===== src/rtl/reg_file_mp_pkg.sv =====
// Shared types and default widths for the multi-port register file.
package reg_file_mp_pkg;

  localparam int DATA_W_DEF = 32;
  localparam int ADDR_W_DEF = 5;

  typedef enum logic {
    IDLE  = 1'b0,
    CLEAR = 1'b1
  } clr_state_e;

endpackage


===== src/rtl/reg_file_mp_scoreboard.sv =====
// Per-entry pending-write scoreboard with NRD combinational lookup ports.
module reg_scoreboard #(
  parameter int ADDR_W = 5,
  parameter int NRD    = 2
) (
  input  logic                  clk,
  input  logic                  rst_n,
  input  logic                  set_en,
  input  logic [ADDR_W-1:0]     set_adr,
  input  logic                  clr_en,
  input  logic [ADDR_W-1:0]     clr_adr,
  input  logic                  flush,
  input  logic [NRD*ADDR_W-1:0] rd_adr,
  output logic [NRD-1:0]        pend
);

  localparam int DEPTH = 1 << ADDR_W;

  logic [DEPTH-1:0] bits_q;
  logic [DEPTH-1:0] bits_d;

  // Set is applied after clear so a same-address set/clear pair ends set.
  always_comb begin
    bits_d = bits_q;
    if (flush) begin
      bits_d = '0;
    end else begin
      if (clr_en) bits_d[clr_adr] = 1'b0;
      if (set_en) bits_d[set_adr] = 1'b1;
    end
  end

  always_ff @(posedge clk or negedge rst_n) begin
    if (!rst_n) bits_q <= '0;
    else        bits_q <= bits_d;
  end

  for (genvar gi = 0; gi < NRD; gi++) begin : g_lookup
    assign pend[gi] = bits_q[rd_adr[gi*ADDR_W +: ADDR_W]];
  end

endmodule


===== src/rtl/reg_file_mp.sv =====
// Multi-port register file with write bypass, pending scoreboard and a
// sequential one-entry-per-cycle clear engine.
module reg_file_mp
  import reg_file_mp_pkg::*;
#(
  parameter int DATA_W   = DATA_W_DEF,
  parameter int ADDR_W   = ADDR_W_DEF,
  parameter int NRD      = 2,
  parameter int ZERO_REG = 1,
  parameter int BYPASS   = 1
) (
  input  logic                  Clk,
  input  logic                  Rst_n,
  input  logic                  WE,
  input  logic [ADDR_W-1:0]     WAdr,
  input  logic [DATA_W-1:0]     Din,
  input  logic                  SetPend,
  input  logic [ADDR_W-1:0]     SetAdr,
  input  logic [NRD*ADDR_W-1:0] RAdr,
  output logic [NRD*DATA_W-1:0] RData,
  output logic [NRD-1:0]        Pend,
  input  logic                  ClrReq,
  output logic                  Busy
);

  localparam int DEPTH = 1 << ADDR_W;

  clr_state_e        state_q, state_d;
  logic [ADDR_W-1:0] cnt_q, cnt_d;
  logic              busy_q, busy_d;

  logic [DATA_W-1:0] mem_q [DEPTH];

  logic              idle;
  logic              cmd_ok;
  logic              wr_acc;
  logic              mem_we;
  logic [ADDR_W-1:0] mem_wadr;
  logic [DATA_W-1:0] mem_wdat;
  logic [NRD-1:0]    sb_pend;

  assign idle   = (state_q == IDLE);
  // The ClrReq cycle itself and the whole clear sweep swallow WE/SetPend.
  assign cmd_ok = idle && !ClrReq;
  assign wr_acc = cmd_ok && WE && !((ZERO_REG != 0) && (WAdr == '0));

  always_comb begin
    state_d = state_q;
    cnt_d   = cnt_q;
    busy_d  = busy_q;
    case (state_q)
      IDLE: begin
        if (ClrReq) begin
          state_d = CLEAR;
          cnt_d   = '0;
          busy_d  = 1'b1;
        end
      end
      CLEAR: begin
        cnt_d = cnt_q + 1'b1;
        if (cnt_q == '1) begin
          state_d = IDLE;
          busy_d  = 1'b0;
        end
      end
      default: begin
        state_d = IDLE;
        busy_d  = 1'b0;
      end
    endcase
  end

  always_ff @(posedge Clk or negedge Rst_n) begin
    if (!Rst_n) begin
      state_q <= IDLE;
      cnt_q   <= '0;
      busy_q  <= 1'b0;
    end else begin
      state_q <= state_d;
      cnt_q   <= cnt_d;
      busy_q  <= busy_d;
    end
  end

  assign Busy = busy_q;

  assign mem_we   = wr_acc || !idle;
  assign mem_wadr = idle ? WAdr : cnt_q;
  assign mem_wdat = idle ? Din : '0;

  always_ff @(posedge Clk or negedge Rst_n) begin
    if (!Rst_n) begin
      for (int i = 0; i < DEPTH; i++) mem_q[i] <= '0;
    end else if (mem_we) begin
      mem_q[mem_wadr] <= mem_wdat;
    end
  end

  reg_scoreboard #(
    .ADDR_W (ADDR_W),
    .NRD    (NRD)
  ) u_scoreboard (
    .clk     (Clk),
    .rst_n   (Rst_n),
    .set_en  (cmd_ok && SetPend),
    .set_adr (SetAdr),
    .clr_en  (wr_acc),
    .clr_adr (WAdr),
    .flush   (idle && ClrReq),
    .rd_adr  (RAdr),
    .pend    (sb_pend)
  );

  for (genvar gi = 0; gi < NRD; gi++) begin : g_rd
    logic [ADDR_W-1:0] rd_adr;
    logic [DATA_W-1:0] rd_data;
    logic              rd_pend;

    assign rd_adr = RAdr[gi*ADDR_W +: ADDR_W];

    // Masking order: reset/clear/zero-register override any bypass hit.
    always_comb begin
      rd_data = mem_q[rd_adr];
      rd_pend = sb_pend[gi];
      if ((BYPASS != 0) && wr_acc && (WAdr == rd_adr)) begin
        rd_data = Din;
        rd_pend = 1'b0;
      end
      if (!Rst_n || busy_q || ((ZERO_REG != 0) && (rd_adr == '0))) begin
        rd_data = '0;
        rd_pend = 1'b0;
      end
    end

    assign RData[gi*DATA_W +: DATA_W] = rd_data;
    assign Pend[gi]                   = rd_pend;
  end

endmodule


===== config.mk =====
export PLATFORM = sky130hd
export DESIGN_NAME = reg_file_mp
export DESIGN_NICKNAME = d
export VERILOG_FILES = /design/src/rtl/reg_file_mp_pkg.sv /design/src/rtl/reg_file_mp_scoreboard.sv /design/src/rtl/reg_file_mp.sv
export SDC_FILE = /design/constraint.sdc
export NUM_CORES = 2
export LEC_CHECK = 0
export ABC_AREA = 1
export CAP_MARGIN = 40
export CORE_UTILIZATION = 60
export CTS_CLUSTER_DIAMETER = 150
export DETAILED_ROUTE_END_ITERATION = 8
export GPL_TIMING_DRIVEN = 1
export MAX_ROUTING_LAYER = met4
export PLACE_DENSITY = 0.76
export SLEW_MARGIN = 20
export SYNTH_ARGS = -nofsm -noshare
export SYNTH_HDL_FRONTEND = slang
export SYNTH_SLANG_ARGS = --single-unit

===== constraint.sdc =====
create_clock -name Clk -period 4.6 [get_ports Clk]
set_clock_uncertainty 0.1 [all_clocks]
set_input_delay 0.46 -clock Clk [delete_from_list [all_inputs] [get_ports Clk]]
set_output_delay 0.46 -clock Clk [all_outputs]
set_load 0.02 [all_outputs]

==> impl_results.md <==
* # H-tree levels at 3
* Total GRT Usage at 45.14%
* GR Overflow Total at 0
* Final Non-Filler Cells at 9363
* DR DRC count at 0
* Worst Max-Slew Pin Slew at 1.074 ns
* Die width at 317.2 um
* Initial antenna violation count at 6
* Post-cts sizing count at 0
* Status: completed
* Final HPWL DP at 126300 um
* DRT antenna net count at 0
* Final WL at 221500 um
* Clk root buf: clkbuf_16
* CTS Sinks at 1063
* Design Area, Final at 65940 um2
* Setup tns final at 0 ns
* Worst hold margin at 0.1393 ns
* Crit. End Element: output pin
* Worst path buffer plus inverter count at 5
* Register Area at 26600 um2
* CP Launch Type: flip-flop
* Syn avg cell area at 7.193 um2
* Largest family of logic cells by synthesized area: simple AND/OR/NAND/NOR gates
* Register area share after synthesis at 44.62%
* Worst-case clock buffer depth at 3
* Netlist cell types at 40
* PortBufs at 123
* Die height at 317.2 um
* Compound-Gate Fraction of Synth Area at 21.12%
* Hold WC Path Type: in2async
* 1st-iter DRT viols at 9181
* Number of synthesized register bits at 1063
* CTS Buf Count at 115
* Pin count of the biggest net entering global routing at 195
* Slew Limit Fails at 0
* Req. time, crit path at 4.04 ns
* Maximum capacitance violations at 0
* Skew-Pair Late Insertion Delay at 0.72 ns
* Final Setup Violations at 0
* Top delay family on crit path: buffers and inverters
* Area share of fa/ha/maj cells after synthesis at 0.06296%
* Drt via density at 6.451
* Worst Path Arrival at 3.73 ns
* Slowest-stage cell, CP: clkdlybuf4s50_1
* Post-Route Utilization at 66.99%
* Routability congestion estimate at 0.9383
* Core box area at 98420 um2
* DR vias at 60.40k
* Power per Cell Area at 498.4 nW/um2
* Max_slew headroom at 28.39%
* Area after DPL at 61780 um2
* Initial Util at 60.58%
* Highest clock rate at 233.0 MHz
* Leak at 27.61 nW
* First drt pass iteration count at 8
* VDD IR max at 0.0003825 V
* WS Path Type: reg2out
* Post-route minimum period at 4.291 ns
* First-pass GRT wire length at 336000 um
* Row count at 115
* CP cell instances: buf_4 -> nor2_4 -> inv_2 -> nor2_4 -> nand2_2 -> inv_2 -> a21oi_4 -> buf_12 -> nand3_1 -> nand2_1 -> clkdlybuf4s50_1
* Most frequent cells in the layout: nand2_1 (2741), dfrtp_1 (1063), o21ai_0 (772), o21ai_1 (713), nand3_1 (695)
* Worst path max stage delay at 0.61 ns
* Fillers at 8348
* Ys Warns at 0
* Count of final hold-check violations at 0
* Mux contribution to synthesized area at 0%
* I/O pin count at 124
* Inst Count DP at 9136
* CP max FO at 20
* Nets at 8033
* Most common cell after layout, fill and taps aside: nand2_1
* CTS tree: built
* Synth Instances at 8289
* Simple-Gate Fraction of Synth Area at 26.45%
* Layout cells sized above 1 at 6.457%
* Die area at 100600 um2
* Area taken by multi-input logic gates at 28600 um2
* Vias in the first global route at 55.92k
* RSZ-0062 raised after global routing: false
* DR WL/cell at 23.66 um
* Syn-to-layout area delta at 10.59%
* Syn_nets at 8349
* Clock slew at reported path FFs at 0.06 ns
* Post-synthesis xor/xnor area fraction at 0.08814%
* Crit share post-route at 93.29%
* Post-Syn Area at 59620 um2
==> cell families after synthesis <==
kind of cell | count (synthesis)
fa+ha+maj | 3
buf+inv | 1060
compound gates | 2384
flops | 1063
simple gates | 3773
xor+xnor | 6
==> worst reg2reg max path: stages, from the launching register on <==
cell and delay [ns]:
dfrtp_1 0.38, buf_4 0.23, nor2_4 0.16, inv_2 0.07, nor2_4 0.12, nand2_2 0.11
nand2_4 0.41, buf_4 0.49, nand2_4 0.44, buf_12 0.41, nand2_1 0.11, o21ai_1 0.06
==> report_power, final <==
part           switching (W)  total, W  internal [W]
registers            0.00172    0.0134        0.0117
clock network        0.00407   0.00982       0.00575
logic                0.00661   0.00960       0.00299
total                 0.0124    0.0329        0.0205
==> area by class of cell <==
| type | count | share of cell area, % |
|---|---|---|
| Clock buffer | 171 | 5.311 |
| Sequential cell | 1063 | 40.34 |
| Timing Repair Buffer | 300 | 5.841 |
| Antenna cell | 7 | 0.02657 |
| Clock inverter | 42 | 0.7515 |
| Multi-Input combinational cell | 6166 | 43.38 |
| Tap cell | 1287 | 2.442 |
| Inverter | 327 | 1.907 |
==> through the flow <==
stage	power, W	setup WS [ns]
floorplan	0.01942	2.099
global placement	0.02231	0.4900
detailed placement	0.02278	0.4535
CTS	0.03252	0.4183
global route	0.03436	0.2433
finish	0.03286	0.3088
==> path summary, 6_finish.rpt <==
check / from / to / slack (ns) / cells past startpoint
worst max-delay path: state_q$_DFF_PN0_ / RData[19] / 0.31 / 11
worst min-delay path: Rst_n / u_scoreboard.bits_q[23]$_DFF_PN0_ / 0.14 / 2
worst max register to register: state_q$_DFF_PN0_ / mem_q[550]$_DFFE_PN0P_ / 1.37 / 11
worst min register to register: mem_q[329]$_DFFE_PN0P_ / mem_q[329]$_DFFE_PN0P_ / 0.38 / 2
max in group asynchronous: Rst_n / mem_q[296]$_DFFE_PN0P_ / 2.12 / 5
min in group Clk: mem_q[329]$_DFFE_PN0P_ / mem_q[329]$_DFFE_PN0P_ / 0.38 / 2
==> synthesized netlist by cell type (all sizes together) <==
cell    count  area share (%)
a31oi       4           0.042
inv       326             2.1
ha          3           0.063
or2         1           0.010
nand4      15            0.33
nand2    2779              18
a22o        1           0.015
nor3       20            0.20
o211ai    186             2.3
nor2      210             1.6
o21ai    1521              13
clkbuf    359             2.3
a21oi     664             5.6
xor2        2           0.029
nand3     695             5.8
clkinv      1          0.0063
a21boi      6           0.076
a22oi       2           0.025
nand3b     53            0.67
dfrtp    1063              45
xnor2       4           0.059
buf       374             3.3
==> metal layers <==
layer	global-route usage, %	wire length, um
met1	57.68	80960
met2	65.17	95060
met3	10.73	29500
met4	27.07	15970
met5	-	0
==> what timing repair did <==
action	in CTS	in global routing
hold buffers	1	0
hold endpoints to repair	52	0
buffers inserted	0	0
==> sequential cells by signal (all words and copies together), names as in the netlist <==
name	count
mem_q	1024
u_scoreboard.bits_q	32
state_q	1
Busy	1
cnt_q	5
No activity file was read; power rests on OpenSTA's default activity.
